$ cat src/rtl/raster_pkg.sv
// Shared definitions for the rectangle rasterizer: FSM state type and default
// geometry. Clipping is compiled in with RASTER_CLIP_EN (see raster_clip.sv).
package raster_pkg;

    typedef enum logic [2:0] {
        ST_IDLE         = 3'd0,
        ST_WAIT_NO_DATA = 3'd1,
        ST_SETUP        = 3'd2,
        ST_DRAW         = 3'd3,
        ST_DONE         = 3'd4
    } raster_state_t;

    localparam int DEF_COORD_W  = 11;
    localparam int DEF_COLOR_W  = 16;
    localparam int DEF_ADDR_W   = 24;
    localparam int DEF_STRIDE   = 800;
    localparam int DEF_SCREEN_W = 800;
    localparam int DEF_SCREEN_H = 480;

endpackage

$ cat src/rtl/rect_rasterizer_if.sv
// Pixel-addressed frame-buffer write port with waitrequest back-pressure.
interface rect_rasterizer_if #(
    parameter int ADDR_W  = 24,
    parameter int COLOR_W = 16
);
    logic [ADDR_W-1:0]  mem_address;
    logic [COLOR_W-1:0] mem_writedata;
    logic               mem_write;
    logic               mem_waitrequest;

    modport master (
        output mem_address,
        output mem_writedata,
        output mem_write,
        input  mem_waitrequest
    );

    modport slave (
        input  mem_address,
        input  mem_writedata,
        input  mem_write,
        output mem_waitrequest
    );
endinterface

$ cat src/rtl/raster_clip.sv
// Combinational clamp of a rectangle to the visible screen plus empty test.
// Only instantiated when RASTER_CLIP_EN is defined.
module raster_clip #(
    parameter int COORD_W  = 11,
    parameter int SCREEN_W = 800,
    parameter int SCREEN_H = 480
) (
    input  logic [COORD_W-1:0] x0,
    input  logic [COORD_W-1:0] y0,
    input  logic [COORD_W-1:0] x1,
    input  logic [COORD_W-1:0] y1,
    output logic [COORD_W-1:0] x1_clip,
    output logic [COORD_W-1:0] y1_clip,
    output logic               empty
);
    localparam logic [COORD_W-1:0] X_MAX = COORD_W'(SCREEN_W - 1);
    localparam logic [COORD_W-1:0] Y_MAX = COORD_W'(SCREEN_H - 1);

    always_comb begin
        x1_clip = (x1 > X_MAX) ? X_MAX : x1;
        y1_clip = (y1 > Y_MAX) ? Y_MAX : y1;
        // An origin past the screen edge would otherwise survive the clamp
        // only through the x0>x1 test; keep it explicit.
        empty   = (x0 > X_MAX) || (y0 > Y_MAX) || (x0 > x1_clip) || (y0 > y1_clip);
    end
endmodule

$ cat src/rtl/rect_rasterizer.sv
// Filled axis-aligned rectangle rasterizer: four-phase data_ready/busy command
// intake, row-major pixel writes. Optional screen clipping via RASTER_CLIP_EN.
module rect_rasterizer
    import raster_pkg::*;
#(
    parameter int COORD_W  = DEF_COORD_W,
    parameter int COLOR_W  = DEF_COLOR_W,
    parameter int ADDR_W   = DEF_ADDR_W,
    parameter int STRIDE   = DEF_STRIDE,
    parameter int SCREEN_W = DEF_SCREEN_W,
    parameter int SCREEN_H = DEF_SCREEN_H
) (
    input  logic               clock,
    input  logic               reset_n,
    input  logic               data_ready,
    output logic               busy,
    input  logic [ADDR_W-1:0]  base_addr,
    input  logic [COORD_W-1:0] x0,
    input  logic [COORD_W-1:0] y0,
    input  logic [COORD_W-1:0] x1,
    input  logic [COORD_W-1:0] y1,
    input  logic [COLOR_W-1:0] color,
    rect_rasterizer_if.master  mem
);
    raster_state_t      state_reg, state_next;
    logic               busy_reg, busy_next;
    logic [ADDR_W-1:0]  base_reg, base_next;
    logic [COORD_W-1:0] x0_reg, x0_next;
    logic [COORD_W-1:0] y0_reg, y0_next;
    logic [COORD_W-1:0] x1_reg, x1_next;
    logic [COORD_W-1:0] y1_reg, y1_next;
    logic [COLOR_W-1:0] color_reg, color_next;
    logic [COORD_W-1:0] x_reg, x_next;
    logic [COORD_W-1:0] y_reg, y_next;
    logic [ADDR_W-1:0]  row_addr_reg, row_addr_next;

    logic [COORD_W-1:0] x1_eff;
    logic [COORD_W-1:0] y1_eff;
    logic               rect_empty;

`ifdef RASTER_CLIP_EN
    raster_clip #(
        .COORD_W  (COORD_W),
        .SCREEN_W (SCREEN_W),
        .SCREEN_H (SCREEN_H)
    ) u_clip (
        .x0      (x0_reg),
        .y0      (y0_reg),
        .x1      (x1_reg),
        .y1      (y1_reg),
        .x1_clip (x1_eff),
        .y1_clip (y1_eff),
        .empty   (rect_empty)
    );
`else
    assign x1_eff     = x1_reg;
    assign y1_eff     = y1_reg;
    assign rect_empty = (x0_reg > x1_reg) || (y0_reg > y1_reg);
`endif

    always_ff @(posedge clock or negedge reset_n) begin
        if (!reset_n) begin
            state_reg    <= ST_IDLE;
            busy_reg     <= 1'b0;
            base_reg     <= '0;
            x0_reg       <= '0;
            y0_reg       <= '0;
            x1_reg       <= '0;
            y1_reg       <= '0;
            color_reg    <= '0;
            x_reg        <= '0;
            y_reg        <= '0;
            row_addr_reg <= '0;
        end else begin
            state_reg    <= state_next;
            busy_reg     <= busy_next;
            base_reg     <= base_next;
            x0_reg       <= x0_next;
            y0_reg       <= y0_next;
            x1_reg       <= x1_next;
            y1_reg       <= y1_next;
            color_reg    <= color_next;
            x_reg        <= x_next;
            y_reg        <= y_next;
            row_addr_reg <= row_addr_next;
        end
    end

    always_comb begin
        state_next    = state_reg;
        busy_next     = busy_reg;
        base_next     = base_reg;
        x0_next       = x0_reg;
        y0_next       = y0_reg;
        x1_next       = x1_reg;
        y1_next       = y1_reg;
        color_next    = color_reg;
        x_next        = x_reg;
        y_next        = y_reg;
        row_addr_next = row_addr_reg;

        case (state_reg)
            ST_IDLE: begin
                if (data_ready) begin
                    base_next  = base_addr;
                    x0_next    = x0;
                    y0_next    = y0;
                    x1_next    = x1;
                    y1_next    = y1;
                    color_next = color;
                    busy_next  = 1'b1;
                    state_next = ST_WAIT_NO_DATA;
                end
            end
            ST_WAIT_NO_DATA: begin
                if (!data_ready) state_next = ST_SETUP;
            end
            ST_SETUP: begin
                // Clipped corners are stored so DRAW compares against them only.
                x1_next = x1_eff;
                y1_next = y1_eff;
                if (rect_empty) begin
                    state_next = ST_DONE;
                end else begin
                    row_addr_next = base_reg + ADDR_W'(ADDR_W'(y0_reg) * ADDR_W'(STRIDE));
                    x_next        = x0_reg;
                    y_next        = y0_reg;
                    state_next    = ST_DRAW;
                end
            end
            ST_DRAW: begin
                if (!mem.mem_waitrequest) begin
                    if (x_reg < x1_reg) begin
                        x_next = x_reg + 1'b1;
                    end else if (y_reg < y1_reg) begin
                        x_next        = x0_reg;
                        y_next        = y_reg + 1'b1;
                        row_addr_next = row_addr_reg + ADDR_W'(STRIDE);
                    end else begin
                        state_next = ST_DONE;
                    end
                end
            end
            ST_DONE: begin
                busy_next  = 1'b0;
                state_next = ST_IDLE;
            end
            default: begin
                busy_next  = 1'b0;
                state_next = ST_IDLE;
            end
        endcase
    end

    // Write request decoded straight from state so reset drops it at once;
    // address and data come from registers and therefore hold under stall.
    assign busy              = busy_reg;
    assign mem.mem_write     = (state_reg == ST_DRAW);
    assign mem.mem_address   = row_addr_reg + ADDR_W'(x_reg);
    assign mem.mem_writedata = color_reg;

endmodule

$ cat src/flat_wrapper.sv
// flat-port wrapper written by rule: the top's interface ports become plain ports
module rect_rasterizer_flat import raster_pkg::*;
#(
    parameter int COORD_W  = DEF_COORD_W,
    parameter int COLOR_W  = DEF_COLOR_W,
    parameter int ADDR_W   = DEF_ADDR_W,
    parameter int STRIDE   = DEF_STRIDE,
    parameter int SCREEN_W = DEF_SCREEN_W,
    parameter int SCREEN_H = DEF_SCREEN_H
)
  (clock, reset_n, data_ready, busy, base_addr, x0, y0, x1, y1, color, mem_mem_address, mem_mem_writedata, mem_mem_write, mem_mem_waitrequest);
  rect_rasterizer_if #(.ADDR_W(ADDR_W), .COLOR_W(COLOR_W)) mem_i ();
  input  logic clock;
  input  logic reset_n;
  input  logic data_ready;
  output logic busy;
  input  logic [ADDR_W-1:0] base_addr;
  input  logic [COORD_W-1:0] x0;
  input  logic [COORD_W-1:0] y0;
  input  logic [COORD_W-1:0] x1;
  input  logic [COORD_W-1:0] y1;
  input  logic [COLOR_W-1:0] color;
  output wire logic [$bits(mem_i.mem_address)-1:0] mem_mem_address;
  output wire logic [$bits(mem_i.mem_writedata)-1:0] mem_mem_writedata;
  output wire logic [$bits(mem_i.mem_write)-1:0] mem_mem_write;
  input wire logic [$bits(mem_i.mem_waitrequest)-1:0] mem_mem_waitrequest;
  assign mem_mem_address = mem_i.mem_address;
  assign mem_mem_writedata = mem_i.mem_writedata;
  assign mem_mem_write = mem_i.mem_write;
  assign mem_i.mem_waitrequest = mem_mem_waitrequest;
  rect_rasterizer #(.COORD_W(COORD_W), .COLOR_W(COLOR_W), .ADDR_W(ADDR_W), .STRIDE(STRIDE), .SCREEN_W(SCREEN_W), .SCREEN_H(SCREEN_H)) u_core (.clock(clock), .reset_n(reset_n), .data_ready(data_ready), .busy(busy), .base_addr(base_addr), .x0(x0), .y0(y0), .x1(x1), .y1(y1), .color(color), .mem(mem_i));
endmodule
$ cat config.mk
export PLATFORM = sky130hd
export DESIGN_NAME = rect_rasterizer_flat
export DESIGN_NICKNAME = d
export VERILOG_FILES = /design/src/rtl/raster_pkg.sv /design/src/rtl/rect_rasterizer_if.sv /design/src/rtl/raster_clip.sv /design/src/rtl/rect_rasterizer.sv /design/src/flat_wrapper.sv
export SDC_FILE = /design/constraint.sdc
export NUM_CORES = 1
export LEC_CHECK = 0
export ABC_AREA = 1
export CAP_MARGIN = 20
export CORE_MARGIN = 3
export CORE_UTILIZATION = 57
export CTS_CLUSTER_SIZE = 10
export DETAILED_ROUTE_END_ITERATION = 10
export GPL_TIMING_DRIVEN = 0
export MAX_ROUTING_LAYER = met4
export PLACE_DENSITY = 0.82
export SYNTH_ARGS = -nofsm -noshare
export SYNTH_HDL_FRONTEND = slang
export SYNTH_SLANG_ARGS = --single-unit
$ cat constraint.sdc
create_clock -name clock -period 4.77 [get_ports clock]
set_input_delay 0.954 -clock clock [delete_from_list [all_inputs] [get_ports clock]]
set_output_delay 0.954 -clock clock [all_outputs]
set_load 0.01 [all_outputs]
# Word level (Yosys, flattened, before mapping)
# Cells that the tools add are included.
[word_totals]
word_cells = 66
register_bits = 134
[op_classes]
eq_ne = 11
addsub = 5
magnitude_cmp = 4
multipliers = 1
n_bitwise = 1
reduce_logical = 9
muxes = 24
[op_table]
columns = ["operator", "n"]
rows = [
  ["$mux W24", 4],
  ["$mux W11", 8],
  ["$pmux W24 S2", 1],
  ["$pmux W11 S2", 2],
  ["$add A24 B10 Y24 const B", 1],
  ["$add A24 B11 Y24", 1],
  ["$add A24 B21 Y24", 1],
  ["$add A11 B1 Y11 const B", 2],
  ["$gt A11 B11 Y1", 2],
  ["$lt A11 B11 Y1", 2],
  ["$mux W3", 6],
  ["$mul A11 B5 Y16 const B", 1],
  ["$ne A2 B2 Y1 const B", 6],
  ["$pmux W3 S4", 1],
  ["$reduce_and A5 Y1", 2],
  ["$eq A3 B2 Y1 const B", 2],
  ["$reduce_and A2 Y1", 2],
  ["$reduce_and A4 Y1", 1],
  ["$eq A3 B1 Y1 const B", 1],
  ["$logic_not A3 Y1", 1],
  ["$ne A3 B1 Y1 const B", 1],
  ["$reduce_or A3 Y1", 1],
  ["$ne A2 B1 Y1 const B", 1],
  ["$pmux W1 S2", 1],
  ["4 further kinds", 4],
]

# Longest topological paths before layout
[logic_depth]
ltp_word = 5
mapped_depth = 26
mapped_depth_nobuf = 26

# Worst setup path before layout
# Ideal clock, no wire load.
[synth_timing]
kind = "reg-to-reg"
from = "register u_core.y0_reg[3]"
to = "register u_core.row_addr_reg[23]"
path_slack_ns = 0.923
path_stages_with_launch = 26
synth_period_minus_slack_ns = 3.847
arrival_time_ns = 3.730
path_cell_list = "dfrtp_1 -> ha_1 -> ha_1 -> inv_1 -> fa_1 -> inv_1 -> ha_1 -> a21oi_1 -> o21ai_0 -> a21oi_1 -> nor2_1 -> nor2_1 -> xor2_1 -> inv_1 -> ha_1 -> nand2_1 -> nor2_1 -> inv_1 -> nor3_1 -> nand2_1 -> nand2_1 -> nand2_1 -> nand3_1 -> nand2_1 -> nand2_1 -> nand2_1"
[synth_between]
elab_chain_len = 4
[synth_rtl]
columns = ["element", "line", "source"]
rows = [
  ["start: declaration", "rect_rasterizer.sv:29", "logic [COORD_W-1:0] y0_reg, y0_next;"],
  ["start signal: assignment", "rect_rasterizer.sv:79", "y0_reg <= y0_next;"],
  ["$mul A11 B5 Y16 / $gt A11 B11 Y1 (equally long branches)", "rect_rasterizer.sv:125, rect_rasterizer.sv:58", ""],
  ["$add A24 B21 Y24 / $logic_or A1 B1 Y1 (equally long branches)", "rect_rasterizer.sv:125, rect_rasterizer.sv:58", ""],
  ["$mux W24 / $ne A2 B2 Y1 (equally long branches)", "n/a", ""],
  ["$pmux W24 S2 / $reduce_and A5 Y1 (equally long branches)", "n/a", ""],
  ["end signal: assignment", "rect_rasterizer.sv:85", "row_addr_reg <= row_addr_next;"],
  ["end: declaration", "rect_rasterizer.sv:35", "logic [ADDR_W-1:0] row_addr_reg, row_addr_next;"],
]
# Parallel ways exist; a longest one is shown, timed or not. The select of a mux whose other input is x is not followed.
# A chain may end at the register's enable or synchronous reset.

# Worst setup path in the final report
[layout_timing]
from = "register u_core.y0_reg[3]"
to = "register u_core.row_addr_reg[22]"
# The elaborated chain is that of the path after synthesis.

==> flow_metrics.env <==
export IMPL_status="finished clean"
export IMPL_syn2layout_area_growth_pct=21.6
export IMPL_boundaryPins=130
export IMPL_cp_data_arrival_time_ns=4.78
export IMPL_yosys_warnings=0
export IMPL_drt_iter0_markers=599
export IMPL_synthArstFlopShare_pct=100
export IMPL_dr_pass1_iters=5
export IMPL_clk_path_buf_depth=2
export IMPL_yosysTopAreaCellShare_pct=33.1
export IMPL_synth_fp_nets=1529
export IMPL_critPathMaxFanout=6
export IMPL_syn_avg_cell_area_um2=7.66
export IMPL_grt_pass1_wl_um=44100
export IMPL_routed_wl_um=27000
export IMPL_worstPathRequired_ns=5.09
export IMPL_cts_root_buf="clkbuf_16"
export IMPL_drc=0
export IMPL_min_path_type="primary input to async pin"
export IMPL_die_area_um2=19400
export IMPL_ys_ff_latch=134
export IMPL_core_area_um2=17400
export IMPL_avgRoutedWirePerCell_um=15.8
export IMPL_clock_latency_ns=0.43
export IMPL_clock_skew_ns=0.0119
export IMPL_finalCriticalPeriod_ns=4.46
export IMPL_end_kind="flop"
export IMPL_maxCapViolCount=0
export IMPL_die_w_um=139
export IMPL_grt_overflow=0
export IMPL_port_buffers=129
export IMPL_vias=9260
export IMPL_grt_setup_unrepaired="false"
export IMPL_final_area_um2=12300
export IMPL_cts_buffers=17
export IMPL_antenna_cells=0
export IMPL_synth_ff_type="dfrtp_1"
export IMPL_synthTopCellsByArea="dfrtp_1 33%, nand2_1 14%, ha_1 14%, inv_1 5.8%, mux2_2 5.7%"
export IMPL_grt_max_degree=97
export IMPL_startpoint_type="flop"
export IMPL_layout_common_cells="381 x nand2_1, 157 x inv_1, 130 x dfrtp_1"
export IMPL_fin_util_pct=71.0
export IMPL_cts_sinks=134
export IMPL_start_util_pct=58.4
export IMPL_dpl_cell_area_um2=11700
export IMPL_syn_area_um2=10100
export IMPL_layout_commonest_cell="nand2_1"
export IMPL_fmax_mhz=224
export IMPL_cts_setup_buffers=0
export IMPL_synth_edf_count=0
export IMPL_synth_top_area_cell="dfrtp_1"
export IMPL_drive_gt1_share_pct=9.36
export IMPL_path_class="flop to flop"
export IMPL_fp_dieH_um=139
export IMPL_ant_nets=0
export IMPL_worst_pin_slew_ns=0.709
export IMPL_vias_per_cell=5.42
export IMPL_ys_types=43
export IMPL_htreeDepth=4
export IMPL_slew_headroom_pct=52.8
export IMPL_place_congestion=0.954
export IMPL_antenna_found_initial=0
export IMPL_fin_crit_sh_pct=93.6
export IMPL_hpwlAfterDp_um=20500
export IMPL_grt_pass1_vias=8983
export IMPL_setup_viol=0
export IMPL_nets=1678
export IMPL_slew_violations=0
export IMPL_yosysSeqAreaShare_pct=33.1
export IMPL_cts_tree="done"
export IMPL_grt_usage_pct=28.6
export IMPL_cts_resized_gates=0
export IMPL_final_hold_viol_count=0
export IMPL_rows=48
export IMPL_path_clk_slew_ns=0.07
export IMPL_netlist_instances=1323
export IMPL_holdBufCountCts=0
-- area by class of cell --
type	instances	area, um^2
inverter	159	597
tap	225	282
fill	1432	5030
sequential	134	3360
clock buffer	18	439
buffer	35	195
timing repair buffer	130	1320
multi-input combinational	995	6000
clock inverter	14	135
-- worst max-delay path: stages (launching register included) --
cell and delay [ns]:
dfrtp_2 0.49, ha_1 0.33, ha_1 0.28, inv_1 0.05, fa_1 0.50, inv_1 0.05, ha_1 0.37, a21oi_2 0.18
o21ai_0 0.14, a21oi_2 0.17, nor2_1 0.06, nor2_1 0.12, xor2_1 0.19, inv_1 0.07, ha_2 0.39, nand2_1 0.08
inv_1 0.09, nand2_1 0.11, nor3_1 0.21, nand2_1 0.10, nand2_1 0.06, nand2_1 0.04, nand3_1 0.09, nand2_1 0.06
nand2_1 0.05, nand2_1 0.04
-- Yosys cell counts (7+ instances only) --
master    instances
nand2_1         381
inv_1           157
dfrtp_1         134
ha_1            110
nor2_1           94
a21oi_1          85
nand3_1          85
o21ai_0          53
mux2_2           51
xor2_1           38
buf_2            21
nand4_1          14
nor3_1           13
xnor2_1          11
fa_1              8
nand3b_1          8
clkbuf_1          7
-- metal layers --
metal	global-route usage [%]	share of wire (%)
met5	-	0
met4	7.05	2.0
met3	4.09	5.2
met2	47.0	48
met1	37.7	45
-- through the flow --
stage                     TNS, ns  hold slack [ns]  setup WS, ns  instances
after floorplan                 0            0.459         0.923       1323
after global placement    -371.52            0.473         -2.79       1677
after detailed placement        0            0.484         0.223       1678
after CTS                       0            0.438         0.175       1710
after global routing            0            0.450       0.00194       1710
final                           0            0.425         0.307       1710
-- cells by family after synthesis --
family / synth area share, %
simple gates: 25.4
buf+inv: 7.81
compound gates: 8.64
flops: 33.1
fa+ha+maj: 15.2
mux: 5.67
xor+xnor: 4.23
-- final timing paths --
path / from / end / slack (ns) / cells after the start
max: u_core.y0_reg[3] / u_core.row_addr_reg[22] / 0.31 / 25
min: reset_n / u_core.base_reg[20] / 0.42 / 1
max reg2reg: u_core.y0_reg[3] / u_core.row_addr_reg[22] / 0.31 / 25
min reg2reg: u_core.row_addr_reg[3] / u_core.row_addr_reg[3] / 0.49 / 2
max in group asynchronous: reset_n / u_core.y1_eff[1] / 3.53 / 2
min in group clock: u_core.row_addr_reg[3] / u_core.row_addr_reg[3] / 0.49 / 2
Power is not shown: default switching activity piles up to over one toggle a cycle in this logic, so the estimate is an artifact.
